## src/rtl/booth_seq_ctrl_if.sv

```systemverilog
// Start/busy/done handshake and operand/result bus for the sequential Booth multiplier.
interface booth_seq_ctrl_if #(
    parameter int width = 6
);
    logic                  start;
    logic [width-1:0]      in1;
    logic [width-1:0]      in2;
    logic                  busy;
    logic                  done;
    logic [2*width-1:0]    out;

    modport master (
        output start, in1, in2,
        input  busy, done, out
    );

    modport slave (
        input  start, in1, in2,
        output busy, done, out
    );
endinterface

```

## src/rtl/booth_seq_ctrl.sv

```systemverilog
// Sequential radix-2 Booth multiplier: one signed width x width product over width cycles,
// start/busy/done handshake, registered result held until the next completion.
module booth_seq_ctrl #(
    parameter int width = 6
) (
    input  logic                  clk,
    input  logic                  rst_n,
    booth_seq_ctrl_if.slave       bus
);
    localparam int CW = $clog2(width + 1);

    localparam logic [1:0] S_IDLE = 2'd0;
    localparam logic [1:0] S_CALC = 2'd1;
    localparam logic [1:0] S_DONE = 2'd2;

    logic [1:0]         state;
    logic [width:0]     a;
    logic [width:0]     m;
    logic [width-1:0]   q;
    logic               q_1;
    logic [CW-1:0]      count;
    logic [2*width-1:0] out_r;

    logic [width:0]     a_sel;
    logic [width:0]     a_nxt;
    logic [width-1:0]   q_nxt;
    logic               accept;

    assign accept = bus.start && (state != S_CALC);

    // A carries one guard bit so subtracting M = -2^(width-1) cannot overflow.
    always_comb begin
        a_sel = a;
        unique case ({q[0], q_1})
            2'b01:   a_sel = a + m;
            2'b10:   a_sel = a - m;
            default: a_sel = a;
        endcase
        a_nxt = {a_sel[width], a_sel[width:1]};
        q_nxt = {a_sel[0], q[width-1:1]};
    end

    always_ff @(posedge clk or negedge rst_n) begin
        if (!rst_n) begin
            state <= S_IDLE;
            a     <= '0;
            m     <= '0;
            q     <= '0;
            q_1   <= 1'b0;
            count <= '0;
            out_r <= '0;
        end else if (accept) begin
            state <= S_CALC;
            m     <= {bus.in1[width-1], bus.in1};
            q     <= bus.in2;
            a     <= '0;
            q_1   <= 1'b0;
            count <= CW'(width);
        end else begin
            unique case (state)
                S_CALC: begin
                    a     <= a_nxt;
                    q     <= q_nxt;
                    q_1   <= q[0];
                    count <= count - 1'b1;
                    if (count == CW'(1)) begin
                        out_r <= {a_nxt[width-1:0], q_nxt};
                        state <= S_DONE;
                    end
                end
                S_DONE:  state <= S_IDLE;
                default: state <= S_IDLE;
            endcase
        end
    end

    assign bus.busy = (state == S_CALC);
    assign bus.done = (state == S_DONE);
    assign bus.out  = out_r;
endmodule

```

## src/flat_wrapper.sv

```systemverilog
// flat-port wrapper written by rule: the top's interface ports become plain ports
module booth_seq_ctrl_flat 
#(
    parameter int width = 6
)
  (clk, rst_n, bus_start, bus_in1, bus_in2, bus_busy, bus_done, bus_out);
  booth_seq_ctrl_if #(.width(width)) bus_i ();
  input  logic clk;
  input  logic rst_n;
  input wire logic [$bits(bus_i.start)-1:0] bus_start;
  input wire logic [$bits(bus_i.in1)-1:0] bus_in1;
  input wire logic [$bits(bus_i.in2)-1:0] bus_in2;
  output wire logic [$bits(bus_i.busy)-1:0] bus_busy;
  output wire logic [$bits(bus_i.done)-1:0] bus_done;
  output wire logic [$bits(bus_i.out)-1:0] bus_out;
  assign bus_i.start = bus_start;
  assign bus_i.in1 = bus_in1;
  assign bus_i.in2 = bus_in2;
  assign bus_busy = bus_i.busy;
  assign bus_done = bus_i.done;
  assign bus_out = bus_i.out;
  booth_seq_ctrl #(.width(width)) u_core (.clk(clk), .rst_n(rst_n), .bus(bus_i));
endmodule
```

## config.mk

```make
export PLATFORM = sky130hd
export DESIGN_NAME = booth_seq_ctrl_flat
export DESIGN_NICKNAME = d
export VERILOG_FILES = /design/src/rtl/booth_seq_ctrl_if.sv /design/src/rtl/booth_seq_ctrl.sv /design/src/flat_wrapper.sv
export SDC_FILE = /design/constraint.sdc
export NUM_CORES = 1
export LEC_CHECK = 0
export ABC_AREA = 1
export BUFFER_PORTS_ARGS = -buffer_cell sky130_fd_sc_hd__buf_4
export CAP_MARGIN = 20
export CORE_MARGIN = 2
export CORE_UTILIZATION = 35
export CTS_BUF_LIST = sky130_fd_sc_hd__clkbuf_4
export DETAILED_ROUTE_END_ITERATION = 6
export HOLD_SLACK_MARGIN = 0.02
export PLACE_DENSITY_LB_ADDON = 0.15
export SKIP_LAST_GASP = 1
export SLEW_MARGIN = 20
export SYNTH_ARGS = -nofsm -noshare
export SYNTH_HDL_FRONTEND = slang
export SYNTH_SLANG_ARGS = --single-unit
```

## constraint.sdc

```tcl
create_clock -name clk -period 1.9 [get_ports clk]
set_input_delay 0.19 -clock clk [delete_from_list [all_inputs] [get_ports clk]]
set_output_delay 0.19 -clock clk [all_outputs]
set_load 0.05 [all_outputs]
```

Yosys cells after proc, flatten, opt, wreduce, memory -nomap -nowiden
Cells that the tools add are included.
{ "op_classes": {"n_eq_ne": 7, "n_reduce_logical": 3, "n_addsub": 3, "mux": 12, "n_bitwise": 1} }
{ "ops": {"columns": ["operator", "count"], "rows": [
  ["$mux W7", 2],
  ["$pmux W7 S2", 1],
  ["$mux W6", 2],
  ["$add A7 B7 Y7", 1],
  ["$sub A7 B7 Y7", 1],
  ["$mux W2", 3],
  ["$mux W3", 2],
  ["$eq A2 B1 Y1 const B", 2],
  ["$eq A2 B2 Y1 const B", 2],
  ["$eq A3 B1 Y1 const B", 1],
  ["$ne A3 B1 Y1 const B", 1],
  ["$reduce_and A3 Y1", 1],
  ["$sub A3 B1 Y3 const B", 1],
  ["$mux W1", 2],
  ["$ne A2 B1 Y1 const B", 1],
  ["$reduce_bool A2 Y1", 1],
  ["$logic_and A1 B1 Y1", 1],
  ["$not A1 Y1", 1]
]} }
{ "word_totals": {"elab_cells": 33, "regBits": 37, "out_inout_bits": 14} }

Logic depth before layout (Yosys ltp)
{ "logic_depth": {"depth_word": 4, "depth_mapped": 18} }

Worst setup path after synthesis
No wires, ideal clock.
{ "synth_timing": {"kind": "flip-flop to flip-flop", "startpoint": "register u_core.q_1", "endpoint": "register u_core.a[1]", "required_time_ns": 1.764, "n_path_buf": 0, "slack_ns": -0.074, "arrival_time_ns": 1.838, "stages_incl_launch_ff": 8, "setup_time_ns": 0.136, "period_less_slack_ns": 1.974, "cell_sequence": "dfrtp_1 > inv_1 > ha_1 > o21ai_0 > fa_1 > or2_2 > a22oi_1 > o21ai_0"} }
{ "synth_between": {"elab_chain_len": 4, "elab_cells_between_ends": 5, "cone_classes": "eq/ne (2); mux (3)"} }
{ "synth_rtl": {"columns": ["element", "line_no", "rtl"], "rows": [
  ["start: declaration", "booth_seq_ctrl.sv:20", "logic q_1;"],
  ["start signal: assignment", "booth_seq_ctrl.sv:64", "q_1 <= q[0];"],
  ["$eq A2 B2 Y1 / $eq A2 B1 Y1 (equally long branches)", "booth_seq_ctrl.sv:34", "unique case ({q[0], q_1})"],
  ["$pmux W7 S2 *", "booth_seq_ctrl.sv:34", null],
  ["$mux W7 *", "booth_seq_ctrl.sv:60", "unique case (state)"],
  ["$mux W7 *", "booth_seq_ctrl.sv:52", "end else if (accept) begin"],
  ["end signal: assignment", "booth_seq_ctrl.sv:62", "a <= a_nxt;"],
  ["end: declaration", "booth_seq_ctrl.sv:17", "logic [width:0] a;"]
]} }
Every way passes the cells marked *; elsewhere a longest branch is shown, timed or not. The select of a mux whose other input is x is not followed.
A chain may end at the register's enable or synchronous reset.

Final worst setup path
{ "layout_timing": {"startpoint": "register u_core.m[3]", "endpoint": "register u_core.out_r[11], in the netlist u_core.bus.out[11]"} }
{ "layout_between": {"elab_chain_len": 2, "elab_cells_between_ends": 3, "cone_classes": "add/sub (2); mux (1)"} }
{ "layout_rtl": {"columns": ["element", "line_no", "rtl"], "rows": [
  ["start: declaration", "booth_seq_ctrl.sv:18", "logic [width:0] m;"],
  ["start signal: assignment", "booth_seq_ctrl.sv:54", "m <= {bus.in1[width-1], bus.in1};"],
  ["$sub A7 B7 Y7 / $add A7 B7 Y7 (equally long branches)", "booth_seq_ctrl.sv:36, booth_seq_ctrl.sv:35", null],
  ["$pmux W7 S2 *", "booth_seq_ctrl.sv:34", null],
  ["end signal: assignment", "booth_seq_ctrl.sv:67", "out_r <= {a_nxt[width-1:0], q_nxt};"],
  ["end: declaration", "booth_seq_ctrl.sv:22", "logic [2*width-1:0] out_r;"]
]} }
Every way passes the cells marked *; elsewhere a longest branch is shown, timed or not.

==> impl_metrics.yaml <==
outcome:
  status: "finished with violations"
  violations: "setup timing"
sta:
  fin_worst_skew_ns: 0.0122
  finalSetupViolations: 10
  fin_crit_sh_pct: 110
  tightest_slew_ns: 0.455
  period_needed_ns: 2.08
  fmax_mhz: 480
  final-hold-violation-count: 0
  final.setup.worst_slack_ns: -0.182
  rsz0062_at_grt: "true"
  slew_viol_final: 0
  max_slew_margin_pct: 69.5
  fin_tns_setup_ns: -1.06
layout:
  fin_util_pct: 48.5
  nNetsFinal: 310
  final_common_cell: "nand2_1"
  nFillCells: 557
  syn_to_final_growth_pct: 35.8
  instances_no_fill: 357
  final_cell_mix: "nand2_1, buf_4, dfrtp_1"
  antennaDiodeCount: 0
  layout-drive-gt1-share_pct: 36.5
yosys:
  syn_inst: 233
  synth_seq_cells: 36
  synth_compound_area_share_pct: 13.3
  netlist.top_cell.by_area: "dfrtp_1"
  synth_top_family_by_area: "simple AND/OR/NAND/NOR gates"
  synth_top_cell_area_share_pct: 46.6
  synthAdderAreaFrac_pct: 7.51
  synth-simple-area-share_pct: 21.7
  seq_area_frac_synth_pct: 46.6
  synth_top_flop_cell: "dfrtp_1"
  ys_warn_count: 0
  syn_avg_cell_area_um2: 8.29
  synth.cell_area_um2: 1930
  synthMuxAreaShare_pct: 0
  synth.area.top_cells: "dfrtp_1, nand2_1, inv_1, ha_1, o21ai_0"
  yosys.area_share.xor_xnor_pct: 1.81
  ys_async_sr_fraction_pct: 100
  synth_nets: 259
  synth-edff-count: 0
  ys_types: 33
worst_setup_path:
  cp_data_required_time_ns: 2.14
  path_buf_inv: 1
  r2r_slack_ns: -0.18
  cp_slowest_stage_delay_ns: 0.43
  cp.arrival_ns: 2.32
  cp_max_fo: 3
  timing.rr.start: "u_core.m[3]"
  crit_top_cell: "nand2_2"
  crit_family: "simple AND/OR/NAND/NOR gates"
  crit_chain: "nor2_1 > a21oi_4 > xor2_1 > inv_1 > ha_4 > nand2_2 > nor3_2 > nor2_2 > nand2_2 > nand3_1 > nand2_1 > nand2_2 > nand2_2 > nand2_1"
  end_kind: "flip-flop"
  timing.rr.end: "u_core.bus.out[11]"
  criticalPathCategory: "flip-flop to flip-flop"
  crit_path_top_delay_cell: "dfrtp_1"
  startpoint_type: "flip-flop"
  rr_worst_depth: 14
floorplan:
  coreArea_um2: 5410
  dieWidth_um: 78.3
  die_height_um: 78.3
  dieArea_um2: 6130
  io_pins: 29
  start_util_pct: 35.7
  num_rows: 27
drt:
  drc_errors: 0
  firstDrtPassIters: 5
  wire_per_inst_um: 11.7
  antenna_left: 0
  num_vias: 1631
  via_per_inst: 4.57
  drt_iter0_drc: 60
  drt-total-wl_um: 4170
clock_tree:
  cts_tree: "yes"
  root_buffer: "clkbuf_4"
  cts_buffer_depth: 2
  cts_made_buffers: 5
  cts.sinks: 36
  path_clk_slew_ns: 0.11
  clk_latency_ns: 0.34
  ctsHtreeMaxLevel: 2
place:
  dpl.hpwl_um: 3010
  port-buffer-count: 28
  dp_cells: 341
  dp_slack_ns: -0.237
  gp_congestion: 0.837
min_path:
  worstHoldStart: "bus_in1[3]"
  holdPathEnd: "u_core.m[3]"
  hold_path_class: "primary input to flip-flop"
  hold_depth: 3
grt:
  grt_max_degree: 37
  grt_use_total_pct: 14.7
  grt_overflow: 0
  grt_pass1_vias: 1491
  grt_pass1_wl_um: 7070
  antenna_found_initial: 0
run:
  timing.max_cap.violations: 0
-- kinds of logic (layout without fill, tap and decap cells) --
kind of cell	count (synthesis)	in the layout
simple gates	98	98
fa+ha+maj	11	11
compound gates	41	41
xor+xnor	4	4
flops	36	36
buf+inv	43	95
-- cells in the mapped netlist, types with 2 or more instances --
| master | n |
|---|---|
| a21oi_1 | 6 |
| dfrtp_1 | 36 |
| ha_1 | 10 |
| inv_1 | 35 |
| inv_2 | 3 |
| nand2_1 | 72 |
| nand3_1 | 9 |
| nor2_1 | 9 |
| nor2_4 | 2 |
| o21ai_0 | 15 |
| o21ai_1 | 2 |
| o21ai_2 | 5 |
| o221ai_1 | 5 |
| o22ai_1 | 3 |
| xor2_1 | 3 |
-- sequential cells by signal (all words and copies together), names as in the netlist --
signal          count
u_core.m            6
u_core.q            6
u_core.q_1          1
u_core.count        3
u_core.a            6
u_core.bus.out     12
u_core.state        2
-- tightest hold or removal path, cell delays in order --
cell and delay [ns]:
buf_4 0.07, nand2_1 0.04, nand2_1 0.05
-- what timing repair did --
| item | CTS | global route |
|---|---|---|
| gates cloned | 0 | 0 |
| endpoints found under the setup margin | 10 | 11 |
| gates resized for setup | 19 | 23 |
| hold buffers | 1 | 0 |
| endpoints found under the hold margin | 36 | 0 |
| pin swaps | 14 | 27 |
| buffers inserted | 5 | 3 |
-- layout make-up --
type / instances / area [um2] / area share [%]
Clock buffer: 5 / 37.5 / 1.43
Clock inverter: 3 / 42.5 / 1.62
Inverter: 39 / 151 / 5.77
Multi-Input combinational cell: 154 / 1030 / 39.3
Sequential cell: 36 / 901 / 34.4
Tap cell: 72 / 90.1 / 3.44
Timing Repair Buffer: 48 / 370 / 14.1
-- layer usage --
metal	up-vias	track usage (%)	wire length (um)	part of all wire, %
met3	6	4.25	146	3.5
met4	0	4.39	58	1.4
met1	753	19.3	1950	47
met5	-	0	0	0
li1	844	-	-	-
met2	28	23.4	2020	48
-- per-stage QoR --
| stage | area (um2) | hold slack [ns] |
|---|---|---|
| 2_1_floorplan | 1980 | -0.106 |
| 3_3_place_gp | 2350 | 0.178 |
| 3_5_place_dp | 2350 | 0.176 |
| 4_1_cts | 2500 | 0.0430 |
| 5_1_grt | 2620 | 0.0381 |
| 6_report | 2620 | 0.0490 |
-- how the worst max path moves through the flow --
stage,startpoint,to,slack [ns],depth (start not counted)
after floorplan,u_core.m[0],u_core.a[1],-0.01,7
after global placement,u_core.m[0],u_core.bus.out[11],-0.24,16
after detailed placement,u_core.m[0],u_core.bus.out[11],-0.24,16
after CTS,u_core.m[0],u_core.bus.out[11],-0.25,16
after global routing,u_core.m[1],u_core.bus.out[11],-0.35,16
final,u_core.m[3],u_core.bus.out[11],-0.18,14
Power is not shown: default switching activity piles up to over one toggle a cycle in this logic, so the estimate is an artifact.
